File: src/rtl/sticky_flag_bank_if.sv
// ---------------------------------------------------------------------------
// sticky_flag_bank_if
//   Signal bundle between the sticky flag bank and its controller.
//   Parameters:
//     CH     number of channels
//     CNT_W  event counter width
//   Signals:
//     set_in     per-channel set request
//     edge_mode  1 = rising-edge trigger, 0 = level trigger
//     clr        write-1-to-clear per flag
//     mask       1 = channel excluded from irq
//     rd_en      counter read strobe (clear-on-read)
//     rd_sel     channel index for the read
//     flags      sticky flag state
//     cnt_out    counter value captured by the last read
//     cnt_ovf    captured counter had saturated
//     irq        aggregate masked interrupt
//   Modports: master drives the requests, slave is the flag bank.
// ---------------------------------------------------------------------------
interface sticky_flag_bank_if #(
  parameter int CH    = 8,
  parameter int CNT_W = 4
);
  localparam int SEL_W = (CH > 1) ? $clog2(CH) : 1;

  logic [CH-1:0]    set_in;
  logic [CH-1:0]    edge_mode;
  logic [CH-1:0]    clr;
  logic [CH-1:0]    mask;
  logic             rd_en;
  logic [SEL_W-1:0] rd_sel;
  logic [CH-1:0]    flags;
  logic [CNT_W-1:0] cnt_out;
  logic             cnt_ovf;
  logic             irq;

  modport master (
    output set_in, edge_mode, clr, mask, rd_en, rd_sel,
    input  flags, cnt_out, cnt_ovf, irq
  );

  modport slave (
    input  set_in, edge_mode, clr, mask, rd_en, rd_sel,
    output flags, cnt_out, cnt_ovf, irq
  );
endinterface

File: src/rtl/sticky_flag_bank.sv
// ---------------------------------------------------------------------------
// sticky_flag_bank
//   CH independent sticky flags with per-channel level/edge triggering,
//   write-1-to-clear, saturating per-channel event counters read through a
//   clear-on-read port, and a masked aggregate interrupt.
//   Parameters:
//     CH        number of channels (1..32)
//     CNT_W     event counter width (2..16)
//     SET_WINS  1 = set beats clear on the same cycle, 0 = clear beats set
//   Ports:
//     clk       system clock, everything on posedge
//     reset_n   synchronous active-low reset
//     bus       sticky_flag_bank_if.slave (requests in, status out)
//   Optional feature:
//     STICKY_FLAG_BANK_IRQ_PULSE_EN  when defined, irq is a one-cycle pulse
//     on each 0->1 transition of the masked aggregate instead of a level.
// ---------------------------------------------------------------------------
module sticky_flag_bank #(
  parameter int CH       = 8,
  parameter int CNT_W    = 4,
  parameter bit SET_WINS = 1'b1
) (
  input logic               clk,
  input logic               reset_n,
  sticky_flag_bank_if.slave bus
);
  localparam int SEL_W = (CH > 1) ? $clog2(CH) : 1;
  localparam logic [CNT_W-1:0] CNT_MAX = '1;

  logic [CH-1:0]    prev_set;
  logic [CH-1:0]    trig;
  logic [CH-1:0]    flags_q;
  logic [CH-1:0]    flags_d;
  logic [CNT_W-1:0] cnt_q [CH];
  logic [CNT_W-1:0] rd_val;
  logic             rd_hit;
  logic             agg;
  logic [CNT_W-1:0] cnt_out_q;
  logic             cnt_ovf_q;
  logic             irq_q;

  // Edge mode compares against last cycle's set_in; level mode uses it raw.
  assign trig = (bus.edge_mode & bus.set_in & ~prev_set)
              | (~bus.edge_mode & bus.set_in);

  generate
    if (SET_WINS) begin : g_set_wins
      assign flags_d = (flags_q & ~bus.clr) | trig;
    end else begin : g_clr_wins
      assign flags_d = (flags_q | trig) & ~bus.clr;
    end
  endgenerate

  // Out-of-range selects read a zero instead of a nonexistent entry.
  assign rd_hit = bus.rd_en && (int'(bus.rd_sel) < CH);

  always_comb begin
    // NOTE: default first so every path assigns rd_val and no latch is inferred.
    rd_val = '0;
    for (int i = 0; i < CH; i++) begin
      if (bus.rd_sel == SEL_W'(i)) rd_val = cnt_q[i];
    end
  end

  assign agg = |(flags_q & ~bus.mask);

  always_ff @(posedge clk) begin
    // NOTE: non-blocking assignments so every register samples pre-edge values.
    if (!reset_n) begin
      prev_set  <= '0;
      flags_q   <= '0;
      cnt_out_q <= '0;
      cnt_ovf_q <= 1'b0;
      // NOTE: the counter array is small and must read zero after reset, so it
      // is cleared here rather than left to power-up state.
      for (int i = 0; i < CH; i++) cnt_q[i] <= '0;
    end else begin
      prev_set <= bus.set_in;
      flags_q  <= flags_d;

      if (bus.rd_en) begin
        cnt_out_q <= rd_hit ? rd_val : '0;
        cnt_ovf_q <= rd_hit && (rd_val == CNT_MAX);
      end

      for (int i = 0; i < CH; i++) begin
        if (rd_hit && (bus.rd_sel == SEL_W'(i))) begin
          // A trigger coinciding with the read restarts the count at 1.
          cnt_q[i] <= trig[i] ? CNT_W'(1) : '0;
        end else if (trig[i] && (cnt_q[i] != CNT_MAX)) begin
          cnt_q[i] <= cnt_q[i] + CNT_W'(1);
        end
      end
    end
  end

`ifdef STICKY_FLAG_BANK_IRQ_PULSE_EN
  logic agg_q;

  always_ff @(posedge clk) begin
    if (!reset_n) begin
      agg_q <= 1'b0;
      irq_q <= 1'b0;
    end else begin
      agg_q <= agg;
      irq_q <= agg & ~agg_q;
    end
  end
`else
  always_ff @(posedge clk) begin
    if (!reset_n) irq_q <= 1'b0;
    else          irq_q <= agg;
  end
`endif

  assign bus.flags   = flags_q;
  assign bus.cnt_out = cnt_out_q;
  assign bus.cnt_ovf = cnt_ovf_q;
  assign bus.irq     = irq_q;
endmodule

File: src/flat_wrapper.sv
// flat-port wrapper written by rule: the top's interface ports become plain ports
module sticky_flag_bank_flat 
#(
  parameter int CH       = 8,
  parameter int CNT_W    = 4,
  parameter bit SET_WINS = 1'b1
)
  (clk, reset_n, bus_set_in, bus_edge_mode, bus_clr, bus_mask, bus_rd_en, bus_rd_sel, bus_flags, bus_cnt_out, bus_cnt_ovf, bus_irq);
  sticky_flag_bank_if #(.CH(CH), .CNT_W(CNT_W)) bus_i ();
  input logic clk;
  input logic reset_n;
  input wire logic [$bits(bus_i.set_in)-1:0] bus_set_in;
  input wire logic [$bits(bus_i.edge_mode)-1:0] bus_edge_mode;
  input wire logic [$bits(bus_i.clr)-1:0] bus_clr;
  input wire logic [$bits(bus_i.mask)-1:0] bus_mask;
  input wire logic [$bits(bus_i.rd_en)-1:0] bus_rd_en;
  input wire logic [$bits(bus_i.rd_sel)-1:0] bus_rd_sel;
  output wire logic [$bits(bus_i.flags)-1:0] bus_flags;
  output wire logic [$bits(bus_i.cnt_out)-1:0] bus_cnt_out;
  output wire logic [$bits(bus_i.cnt_ovf)-1:0] bus_cnt_ovf;
  output wire logic [$bits(bus_i.irq)-1:0] bus_irq;
  assign bus_i.set_in = bus_set_in;
  assign bus_i.edge_mode = bus_edge_mode;
  assign bus_i.clr = bus_clr;
  assign bus_i.mask = bus_mask;
  assign bus_i.rd_en = bus_rd_en;
  assign bus_i.rd_sel = bus_rd_sel;
  assign bus_flags = bus_i.flags;
  assign bus_cnt_out = bus_i.cnt_out;
  assign bus_cnt_ovf = bus_i.cnt_ovf;
  assign bus_irq = bus_i.irq;
  sticky_flag_bank #(.CH(CH), .CNT_W(CNT_W), .SET_WINS(SET_WINS)) u_core (.clk(clk), .reset_n(reset_n), .bus(bus_i));
endmodule
File: config.mk
export PLATFORM = sky130hd
export DESIGN_NAME = sticky_flag_bank_flat
export DESIGN_NICKNAME = d
export VERILOG_FILES = /design/src/rtl/sticky_flag_bank_if.sv /design/src/rtl/sticky_flag_bank.sv /design/src/flat_wrapper.sv
export SDC_FILE = /design/constraint.sdc
export NUM_CORES = 1
export LEC_CHECK = 0
export BUFFER_PORTS_ARGS = -buffer_cell sky130_fd_sc_hd__buf_2
export CAP_MARGIN = 0
export CORE_ASPECT_RATIO = 1.4
export CORE_MARGIN = 3
export CORE_UTILIZATION = 40
export CTS_CLUSTER_DIAMETER = 100
export DETAILED_ROUTE_END_ITERATION = 8
export PLACE_DENSITY_LB_ADDON = 0.25
export SETUP_SLACK_MARGIN = 0.1
export SYNTH_ARGS = -nofsm -noshare
export SYNTH_HDL_FRONTEND = slang
export SYNTH_SLANG_ARGS = --single-unit
File: constraint.sdc
create_clock -name clk -period 2.35 [get_ports clk]
set_clock_uncertainty 0.2 [all_clocks]
set_input_delay 0.235 -clock clk [delete_from_list [all_inputs] [get_ports clk]]
set_output_delay 0.235 -clock clk [all_outputs]
set_load 0.05 [all_outputs]
==> impl_metrics.json, run 1 <==
{
  "n_antenna_cell": 0,
  "p_per_area_nw_per_um2": 611.6,
  "fp.coreArea_um2": 6700,
  "synth_edf_count": 32,
  "final_max_slew_viol_count": 0,
  "syn_area_per_cell_um2": 10.13,
  "wl_per_cell_um": 13.93,
  "nNetsFinal": 392,
  "cp-start-kind": "input port",
  "die_x_um": 77.05,
  "totalWireLength_um": 6114,
  "path_buf_inv": 2,
  "max_slew_margin_pct": 69.74,
  "synthesis.nets": 325,
  "die-area_um2": 8125,
  "crit_type": "in2reg",
  "ys_seq_area_share_pct": 49.58,
  "antenna_found_initial": 0,
  "ant_nets": 0,
  "initial_core_util_pct": 42.18,
  "grt_pass1_vias": 2189,
  "rr_startpoint": "u_core.cnt_q[0][13]$_SDFFCE_PN0P_",
  "num_vias": 2198,
  "synth_cells": 279,
  "drt-initial-drc-count": 107,
  "grtUsageTotal_pct": 15.26,
  "crit_chain": "dlygate4sd3_1 > buf_2 > and2_1 > nand2_1 > or2_2 > a31o_2 > nand3b_1",
  "cp.arrival_ns": 1.79,
  "r2r-end": "u_core.bus.cnt_ovf$_SDFFE_PN0P_",
  "path_max_fanout": 4,
  "drt_pre_antenna_iters": 4,
  "cts_tree": "built",
  "hpwl_um": 4644,
  "postSynth.asyncResetShare_pct": 0,
  "critPathMaxStageDelay_ns": 0.52,
  "peakVddDrop_mv": 0.3167,
  "yosys.area.top_type": "edfxtp_1",
  "cts_setup_buffers": 0,
  "finalSetupViolCount": 0,
  "ff2ff_setup_slack_ns": 0.66,
  "synth_top_area_share_pct": 34.00,
  "seqCellArea_um2": 1401,
  "die_y_um": 105.5,
  "critPathLaunch": "bus_set_in[0]",
  "worst_hold_slack_ns": 0.01130,
  "hold_violations": 0,
  "p_leak_nw": 1.428,
  "clockBufferDepth": 2,
  "rr_worst_depth": 4,
  "yosys-top-cells-count": "nor2_1 (43), edfxtp_1 (32), dfxtp_1 (22), nand2_1 (21)",
  "maxCapViolCount": 0,
  "grt_pass1_wl_um": 9956,
  "final_cells": 439,
  "htreeDepth": 2,
  "tightest_slew_ns": 0.4499,
  "viasPerCell": 5.007,
  "clockRootBuffer": "clkbuf_8",
  "row_count": 35,
  "period_share_pct": 84.53,
  "timing.fmax_mhz": 503.4,
  "critical_path.top_delay_family": "simple AND/OR/NAND/NOR gates",
  "io_pins": 52,
  "synthTopCellsByArea": "edfxtp_1 (34%), dfxtp_1 (16%), nor2_1 (5.7%)",
  "multi_input_area_um2": 1306,
  "grt_max_degree": 17,
  "netlist_area_um2": 2826,
  "ys_ff_latch": 54,
  "clk_pin_slew_ns": 0.09,
  "io_buffers": 51,
  "grt_setup_unrepaired": "false",
  "drc_errors": 0,
  "tns_ns": 0,
  "grt_overflow": 0,
  "nFillCells": 614,
  "synth.distinct_cells": 38,
  "min_period_ns": 1.986,
  "cp-endpoint": "u_core.cnt_q[0][2]$_SDFFCE_PN0P_",
  "yosysWarnings": 0,
  "worstSetupEndpointType": "flop",
  "slowest_stage": "dlygate4sd3_1",
  "syn2layout_area_growth_pct": 20.19,
  "drive_gt1_share_pct": 23.34,
  "synth.most_common_cell": "nor2_1",
  "crit_cells": 7,
  "synth_ff_type": "edfxtp_1",
  "insertion_delay_ns": 0.30,
  "gp_congestion": 0.8622,
  "dpl.cell_count": 418,
  "hp-class": "in2reg",
  "numCtsBuffers": 5,
  "cts_sinks": 54,
  "outcome": "finished clean",
  "required_ns": 2.15
}
==> through the flow <==
stage	cell area (µm²)	setup WS [ns]	total power (W)	utilization (%)
2_1_floorplan	2826	0.5692	0.001433	-
3_3_place_gp	3176	0.2855	0.001543	47.39
3_5_place_dp	3176	0.2409	0.001549	47.39
4_1_cts	3397	0.3676	0.002096	50.70
5_1_grt	3397	0.2760	0.002177	50.70
6_report	3397	0.3637	0.002078	50.70
==> sequential cells by signal, summed over array words and instances (netlist names) <==
signal              count
u_core.bus.cnt_out      4
u_core.bus.cnt_ovf      1
u_core.bus.irq          1
u_core.cnt_q           32
u_core.prev_set         8
u_core.bus.flags        8
==> how the worst min path moves through the flow <==
| stage | start | endpoint | slack, ns | cells past startpoint |
|---|---|---|---|---|
| CTS | bus_set_in[1] | u_core.prev_set[1]$_SDFF_PN0_ | 0.002 | 2 |
| global placement | bus_clr[4] | u_core.bus.flags[4]$_SDFF_PN0_ | 0.21 | 2 |
| floorplan | bus_clr[0] | u_core.bus.flags[0]$_SDFF_PN0_ | 0.13 | 1 |
| detailed placement | bus_clr[1] | u_core.bus.flags[1]$_SDFF_PN0_ | 0.22 | 2 |
| global route | bus_set_in[1] | u_core.prev_set[1]$_SDFF_PN0_ | 0.003 | 2 |
| finish | bus_set_in[1] | u_core.prev_set[1]$_SDFF_PN0_ | 0.01 | 2 |
==> metal layers <==
layer	vias to the layer above	GRT usage, %	wire (µm)
met2	62	27.93	3165
li1	1121	-	-
met3	4	2.650	286
met4	0	4.580	53
met1	1011	18.07	2610
met5	-	0	0
==> where the power goes <==
| part | switching, W | internal (W) | total (W) |
|---|---|---|---|
| Combinational | 0.000221 | 0.000165 | 0.000387 |
| Clock | 0.000294 | 0.000239 | 0.000533 |
| Sequential | 0.0000716 | 0.00109 | 0.00116 |
| Total | 0.000587 | 0.00149 | 0.00208 |
==> timing repair <==
action / CTS / global route
resized for setup: 0 / 0
hold buffers: 13 / 0
hold endpoints to repair: 13 / 0
==> cell type report <==
type,instances,share of cell area (%)
Tap cell,92,3.389
Inverter,18,1.989
Multi-Input combinational cell,199,38.45
Sequential cell,54,41.25
Timing Repair Buffer,68,12.23
Clock buffer,7,2.541
Clock inverter,1,0.1473
==> logic make-up (layout without fill, tap and decap cells) <==
kind of cell,after synthesis,in the layout,synth area share (%)
AOI/OAI and AO/OA,42,42,11.02
xor gates and xnor gates,16,16,4.958
adders and majority gates,8,8,3.542
buffers and inverters,26,94,4.205
DFF,54,54,49.58
muxes,11,11,5.799
and+or+nand+nor,122,122,20.89
==> worst reg2reg max path: stages (launching register included) <==
cell and delay [ns]:
edfxtp_1 0.48, mux4_2 0.49, nor2b_1 0.15, o22ai_1 0.21
o31ai_2 0.07
==> placed cells by master (no fill, tap or decap), types with 2 or more instances in the layout <==
| master | instances |
|---|---|
| a211oi_1 | 3 |
| a21boi_0 | 2 |
| a21oi_1 | 7 |
| a221oi_2 | 2 |
| a22o_1 | 2 |
| a31o_2 | 5 |
| a31oi_1 | 4 |
| and2_1 | 10 |
| and3_1 | 3 |
| buf_2 | 51 |
| buf_4 | 4 |
| clkbuf_8 | 6 |
| dfxtp_1 | 22 |
| dlygate4sd3_1 | 13 |
| edfxtp_1 | 32 |
| ha_1 | 8 |
| inv_1 | 18 |
| mux2i_1 | 7 |
| mux4_2 | 3 |
| nand2_1 | 21 |
| nand2b_1 | 5 |
| nand3_1 | 18 |
| nand3b_1 | 6 |
| nand4_1 | 2 |
| nor2_1 | 43 |
| nor2b_1 | 4 |
| o21ai_0 | 3 |
| o22ai_1 | 6 |
| o31ai_1 | 6 |
| or2_2 | 7 |
| xnor2_1 | 7 |
| xor2_1 | 9 |
(Power assumes the default switching activity.)
==> run 2, diff against run 1 <==
Clock period 2.35 ns to 1.9 ns, I/O delays scaled along.
==> run 2 against run 1 <==
  * First-iteration DRC count down 51%
  * Via count increased by 4.0%
  * Routed wire length is 2.7% higher
  * Non-clock buffer count is 21 higher
  * Flip-flop and latch count is the same
  * Global-route usage is 1.1 points higher
  * Die area unchanged
  * Core utilization up 2.4 points
  * Total power increased by 24%
  * Final area is 4.8% higher
  * Critical endpoint is now u_core.cnt_q[1][7]$_SDFFCE_PN0P_
  * Highest routed layer unchanged
==> impl_metrics.json, run 2 (synthesis gave the netlist of run 1 again) <==
{
  "die-area_um2": 8125,
  "io_buffers": 51,
  "period_share_pct": 88.99,
  "grt_setup_unrepaired": "false",
  "nFillCells": 618,
  "grt_overflow": 0,
  "ant_nets": 0,
  "cp.arrival_ns": 1.49,
  "required_ns": 1.70,
  "antenna_found_initial": 0,
  "grtUsageTotal_pct": 16.40,
  "hp-class": "in2reg",
  "largest_reg_flops": 32,
  "drt-initial-drc-count": 52,
  "drc_errors": 0,
  "final_cells": 459,
  "path_buf_inv": 0,
  "rr_worst_depth": 4,
  "ff2ff_setup_slack_ns": 0.21,
  "outcome": "finished clean",
  "whs_endpoint": "u_core.bus.flags[4]$_SDFF_PN0_",
  "clk_pin_slew_ns": 0.09,
  "htreeDepth": 2,
  "timing.fmax_mhz": 591.4,
  "drt_pre_antenna_iters": 4,
  "peakVddDrop_mv": 0.4836,
  "mostFrequentLayoutCells": "buf_2 (51), nor2_1 (43), edfxtp_1 (32)",
  "die_y_um": 105.5,
  "max_slew_margin_pct": 71.49,
  "r2r-end": "u_core.cnt_q[1][7]$_SDFFCE_PN0P_",
  "final_util_pct": 53.15,
  "final_common_cell": "buf_2",
  "wl_per_cell_um": 13.68,
  "io_pins": 52,
  "numCtsBuffers": 5,
  "nNetsFinal": 413,
  "slowest_stage": "edfxtp_1",
  "n_antenna_cell": 0,
  "grt_pass1_vias": 2383,
  "totalWireLength_um": 6278,
  "syn2layout_area_growth_pct": 25.99,
  "fp.coreArea_um2": 6700,
  "grt_max_degree": 17,
  "crit_chain": "ha_2 > nand3_1 > and3_1 > nand3b_1",
  "initial_core_util_pct": 42.18,
  "critPathMaxStageDelay_ns": 0.44,
  "path_max_fanout": 4,
  "clockRootBuffer": "clkbuf_8",
  "final_max_slew_viol_count": 0,
  "cts_sinks": 54,
  "min_path_cells": 4,
  "hold_violations": 0,
  "worstSetupEndpointType": "flop",
  "worst_hold_slack_ns": 0.005152,
  "dpl.cell_count": 433,
  "cts_tree": "built",
  "cp-start-kind": "flop",
  "maxCapViolCount": 0,
  "drive_gt1_share_pct": 26.70,
  "rr_startpoint": "u_core.cnt_q[1][5]$_SDFFCE_PN0P_",
  "min_period_ns": 1.691,
  "p_leak_nw": 1.527,
  "crit_type": "reg2reg",
  "viasPerCell": 4.980,
  "row_count": 35,
  "top_register": "u_core.cnt_q",
  "worstHoldStart": "bus_edge_mode[4]",
  "grt_pass1_wl_um": 10760,
  "gp_congestion": 0.8510,
  "critical_path.top_delay_family": "simple AND/OR/NAND/NOR gates",
  "p_per_area_nw_per_um2": 722.5,
  "finalSetupViolCount": 0,
  "tightest_slew_ns": 0.4238,
  "hpwl_um": 4894,
  "num_vias": 2286,
  "crit_cells": 4,
  "die_x_um": 77.05,
  "tns_ns": 0,
  "insertion_delay_ns": 0.31,
  "clockBufferDepth": 2
}
[run 2: changes by cell type in the layout (fill, tap and decap cells not counted), sizes merged]
cell,previous run,this run
buf,55,71
dlygate4sd3,13,18
clkbuf,7,5
inv,18,19
[run 2: through the flow]
step	total power [W]	instance area (µm²)	worst slack, ns
6_report	0.002573	3561	0.2092
4_1_cts	0.002594	3551	0.1651
3_3_place_gp	0.001932	3288	0.02261
5_1_grt	0.002704	3561	0.1089
2_1_floorplan	0.001773	2826	0.1642
3_5_place_dp	0.001941	3288	-0.04640
[run 2: timing repair]
item,4_1_cts,5_1_grt
setup buffers,0,1
endpoints found under the hold margin,16,0
hold buffers,18,0
endpoints found under the setup margin,0,4
resized for setup,0,1
[run 2: layout make-up]
type / instances / area (µm²) / area share, %
inverter: 18 / 67.56 / 1.897
timing repair buffer: 89 / 585.6 / 16.44
multi-input combinational: 199 / 1309 / 36.75
sequential: 54 / 1401 / 39.35
tap: 92 / 115.1 / 3.233
clock inverter: 2 / 13.76 / 0.3865
clock buffer: 5 / 68.82 / 1.933
[run 2: per-layer routing]
layer	up-vias	GRT usage (%)	part of all wire, %
met5	-	0	0
met4	0	5.216	2.1
met3	9	2.222	3.0
met2	47	29.86	51
met1	1071	19.84	44
li1	1159	-	-
[run 2: power breakdown]
group / switching [W] / leakage, nW / total (W) / internal (W)
clock network: 0.000370 / 0.0444 / 0.000625 / 0.000256
registers: 0.0000819 / 0.527 / 0.00143 / 0.00134
logic: 0.000287 / 0.956 / 0.000522 / 0.000235
[run 2: worst max path at each step]
stage / from / to
floorplan: bus_rd_sel[1] / u_core.cnt_q[0][4]$_SDFFCE_PN0P_
global placement: bus_rd_sel[1] / u_core.cnt_q[0][5]$_SDFFCE_PN0P_
detailed placement: bus_rd_sel[1] / u_core.cnt_q[0][5]$_SDFFCE_PN0P_
CTS: u_core.cnt_q[1][4]$_DFFE_PP_ / u_core.cnt_q[1][7]$_SDFFCE_PN0P_
global route: u_core.cnt_q[1][5]$_SDFFCE_PN0P_ / u_core.cnt_q[1][7]$_SDFFCE_PN0P_
finish: u_core.cnt_q[1][5]$_SDFFCE_PN0P_ / u_core.cnt_q[1][7]$_SDFFCE_PN0P_
[run 2: worst register-to-register path: stages (launching register included)]
cell      delay [ns]
edfxtp_1        0.44
ha_2            0.23
nand3_1         0.10
and3_1          0.19
nand3b_1        0.22
==> run 3, diff against run 2 <==
Settings changed: ABC_AREA from default to 1, CORE_UTILIZATION 40 to 55.
==> run 3 against run 2 <==
  * Synthesized cell count rose by 20%
  * Flip-flop and latch count unchanged
  * Maximum frequency is 1.2% lower
  * Area after synthesis is 0.62% higher
  * Worst hold slack improved by 0.0082 ns
  * Critical path depth increased by 2
  * Core utilization is 18 points higher
  * Cell count is 4.6% higher
  * Setup slack worse by 0.020 ns
==> impl_metrics.json, run 3 <==
{
  "outcome": "finished clean",
  "synth_ff_type": "edfxtp_1",
  "grtUsageTotal_pct": 23.36,
  "synth_edf_count": 32,
  "slowest_stage": "edfxtp_1",
  "worstSetupEndpointType": "flop",
  "finalSetupViolCount": 0,
  "drive_gt1_share_pct": 21.39,
  "syn_area_per_cell_um2": 8.464,
  "max_slew_margin_pct": 72.01,
  "timing.fmax_mhz": 584.5,
  "final_common_cell": "nand2_1",
  "maxCapViolCount": 0,
  "cp-start-kind": "flop",
  "cp.arrival_ns": 1.58,
  "grt_pass1_wl_um": 11190,
  "top_usage_layer": "met2",
  "critPathMaxStageDelay_ns": 0.43,
  "yosysWarnings": 0,
  "drc_errors": 0,
  "syn2layout_area_growth_pct": 23.80,
  "netlist_area_um2": 2844,
  "row_count": 30,
  "synth_top_area_share_pct": 33.79,
  "grt_overflow": 0,
  "min_period_ns": 1.711,
  "use_met2_pct": 43.54,
  "path_max_fanout": 4,
  "hold_violations": 0,
  "synthTopCellsByArea": "edfxtp_1 (34%), dfxtp_1 (15%), nand2_1 (11%)",
  "gp_congestion": 0.8307,
  "n_antenna_cell": 0,
  "clk_pin_slew_ns": 0.09,
  "hp-class": "in2reg",
  "ys_ff_latch": 54,
  "dp_worst_setup_slack_ns": 0.09666,
  "period_share_pct": 90.05,
  "tightest_slew_ns": 0.4193,
  "cts_tree": "built",
  "hpwl_um": 4845,
  "initial_core_util_pct": 57.84,
  "io_pins": 52,
  "grt_pass1_vias": 2599,
  "synthesis.nets": 382,
  "die_x_um": 66.78,
  "synth.most_common_cell": "nand2_1",
  "cts_sinks": 54,
  "final_max_slew_viol_count": 0,
  "antenna_found_initial": 0,
  "synth_cells": 336,
  "viasPerCell": 5.202,
  "drt-initial-drc-count": 136,
  "clockBufferDepth": 2,
  "drt_pre_antenna_iters": 4,
  "crit_type": "reg2reg",
  "numCtsBuffers": 5,
  "io_buffers": 51,
  "die_y_um": 91.08,
  "top_register": "u_core.cnt_q",
  "grt_max_degree": 19,
  "peakVddDrop_mv": 0.5318,
  "ant_nets": 0,
  "met3_usage_pct": 3.837,
  "grt_setup_unrepaired": "true",
  "num_vias": 2497,
  "required_ns": 1.77,
  "htreeDepth": 2,
  "largest_reg_flops": 32,
  "nNetsFinal": 461,
  "die-area_um2": 6082,
  "yosys-top-cells-count": "nand2_1 (81), inv_1 (48), edfxtp_1 (32), nor2_1 (31), nand3_1 (28)",
  "postSynth.asyncResetShare_pct": 0,
  "fp.coreArea_um2": 4917,
  "tns_ns": 0,
  "fin_ws_ns": 0.1891,
  "p_per_area_nw_per_um2": 764.1,
  "insertion_delay_ns": 0.30,
  "p_leak_nw": 1.671,
  "wl_per_cell_um": 13.95,
  "ys_seq_area_share_pct": 49.27,
  "yosys.area.top_type": "edfxtp_1",
  "crit_chain": "ha_2 > nand2_1 > o2111ai_1 > buf_4 > o211ai_1 > inv_1",
  "mostFrequentLayoutCells": "nand2_1 (81), buf_2 (51), inv_1 (48)",
  "synth.distinct_cells": 33,
  "ff2ff_setup_slack_ns": 0.19,
  "totalWireLength_um": 6694,
  "clockRootBuffer": "clkbuf_8",
  "met1_usage_pct": 26.40
}
-- run 3: where the power goes --
group | internal (W) | switching, W | total (W)
clock | 0.000389 | 0.000374 | 0.000763
combinational | 0.000190 | 0.000316 | 0.000507
sequential | 0.00134 | 0.0000762 | 0.00142
total | 0.00192 | 0.000767 | 0.00269
-- run 3: metrics by stage --
step / power (W) / hold slack, ns / cells / util (%) / cell area (µm²)
3_5_place_dp: 0.001903 / 0.1874 / 450 / 64.66 / 3179
4_1_cts: 0.002679 / 0.003500 / 476 / 70.64 / 3473
5_1_grt: 0.002812 / 0.02419 / 480 / 71.60 / 3521
3_3_place_gp: 0.001890 / 0.1817 / 450 / 64.66 / 3179
6_report: 0.002690 / 0.01338 / 480 / 71.60 / 3521
2_1_floorplan: 0.001756 / 0.08763 / 336 / - / 2844
-- run 3: logic make-up after synthesis --
kind of cell    synth area share [%]
fa+ha+maj                      3.520
simple gates                   27.23
flops                          49.27
compound gates                 7.479
buf+inv                        8.491
xor+xnor                       4.004
-- run 3: final timing paths --
path	end	cells after the start	from
setup / recovery	u_core.cnt_q[1][12]$_SDFFCE_PN0P_	6	u_core.cnt_q[1][12]$_SDFFCE_PN0P_
hold / removal	u_core.bus.flags[3]$_SDFF_PN0_	4	bus_edge_mode[3]
setup reg to reg	u_core.cnt_q[1][12]$_SDFFCE_PN0P_	6	u_core.cnt_q[1][12]$_SDFFCE_PN0P_
hold reg to reg	u_core.bus.flags[2]$_SDFF_PN0_	2	u_core.bus.flags[2]$_SDFF_PN0_
-- run 3: repair_timing --
item,in CTS,in global routing
hold endpoints to repair,16,0
pin swaps,0,4
endpoints found under the setup margin,1,17
resized for setup,1,4
hold buffers,18,0
buffers inserted,0,4
-- run 3: worst max-delay path: cells and delay by family (launching register included) --
family | cells | cell delay, ns
flops | 1 | 0.43
compound gates | 2 | 0.29
buf+inv | 2 | 0.24
fa+ha+maj | 1 | 0.21
simple gates | 1 | 0.09
-- run 3: metal layers --
metal,vias up,routed length [µm]
met4,0,88
met5,-,0
met3,10,238
met1,1168,2720
met2,57,3646
li1,1262,-
-- run 3: final cells by class --
class                      instances  area, µm²
timing repair buffer              78      503.0
clock inverter                     3      40.04
sequential                        54       1401
clock buffer                       5      68.82
tap                               64      80.08
fill                             386       1396
inverter                          53      203.9
multi-input combinational        223       1224
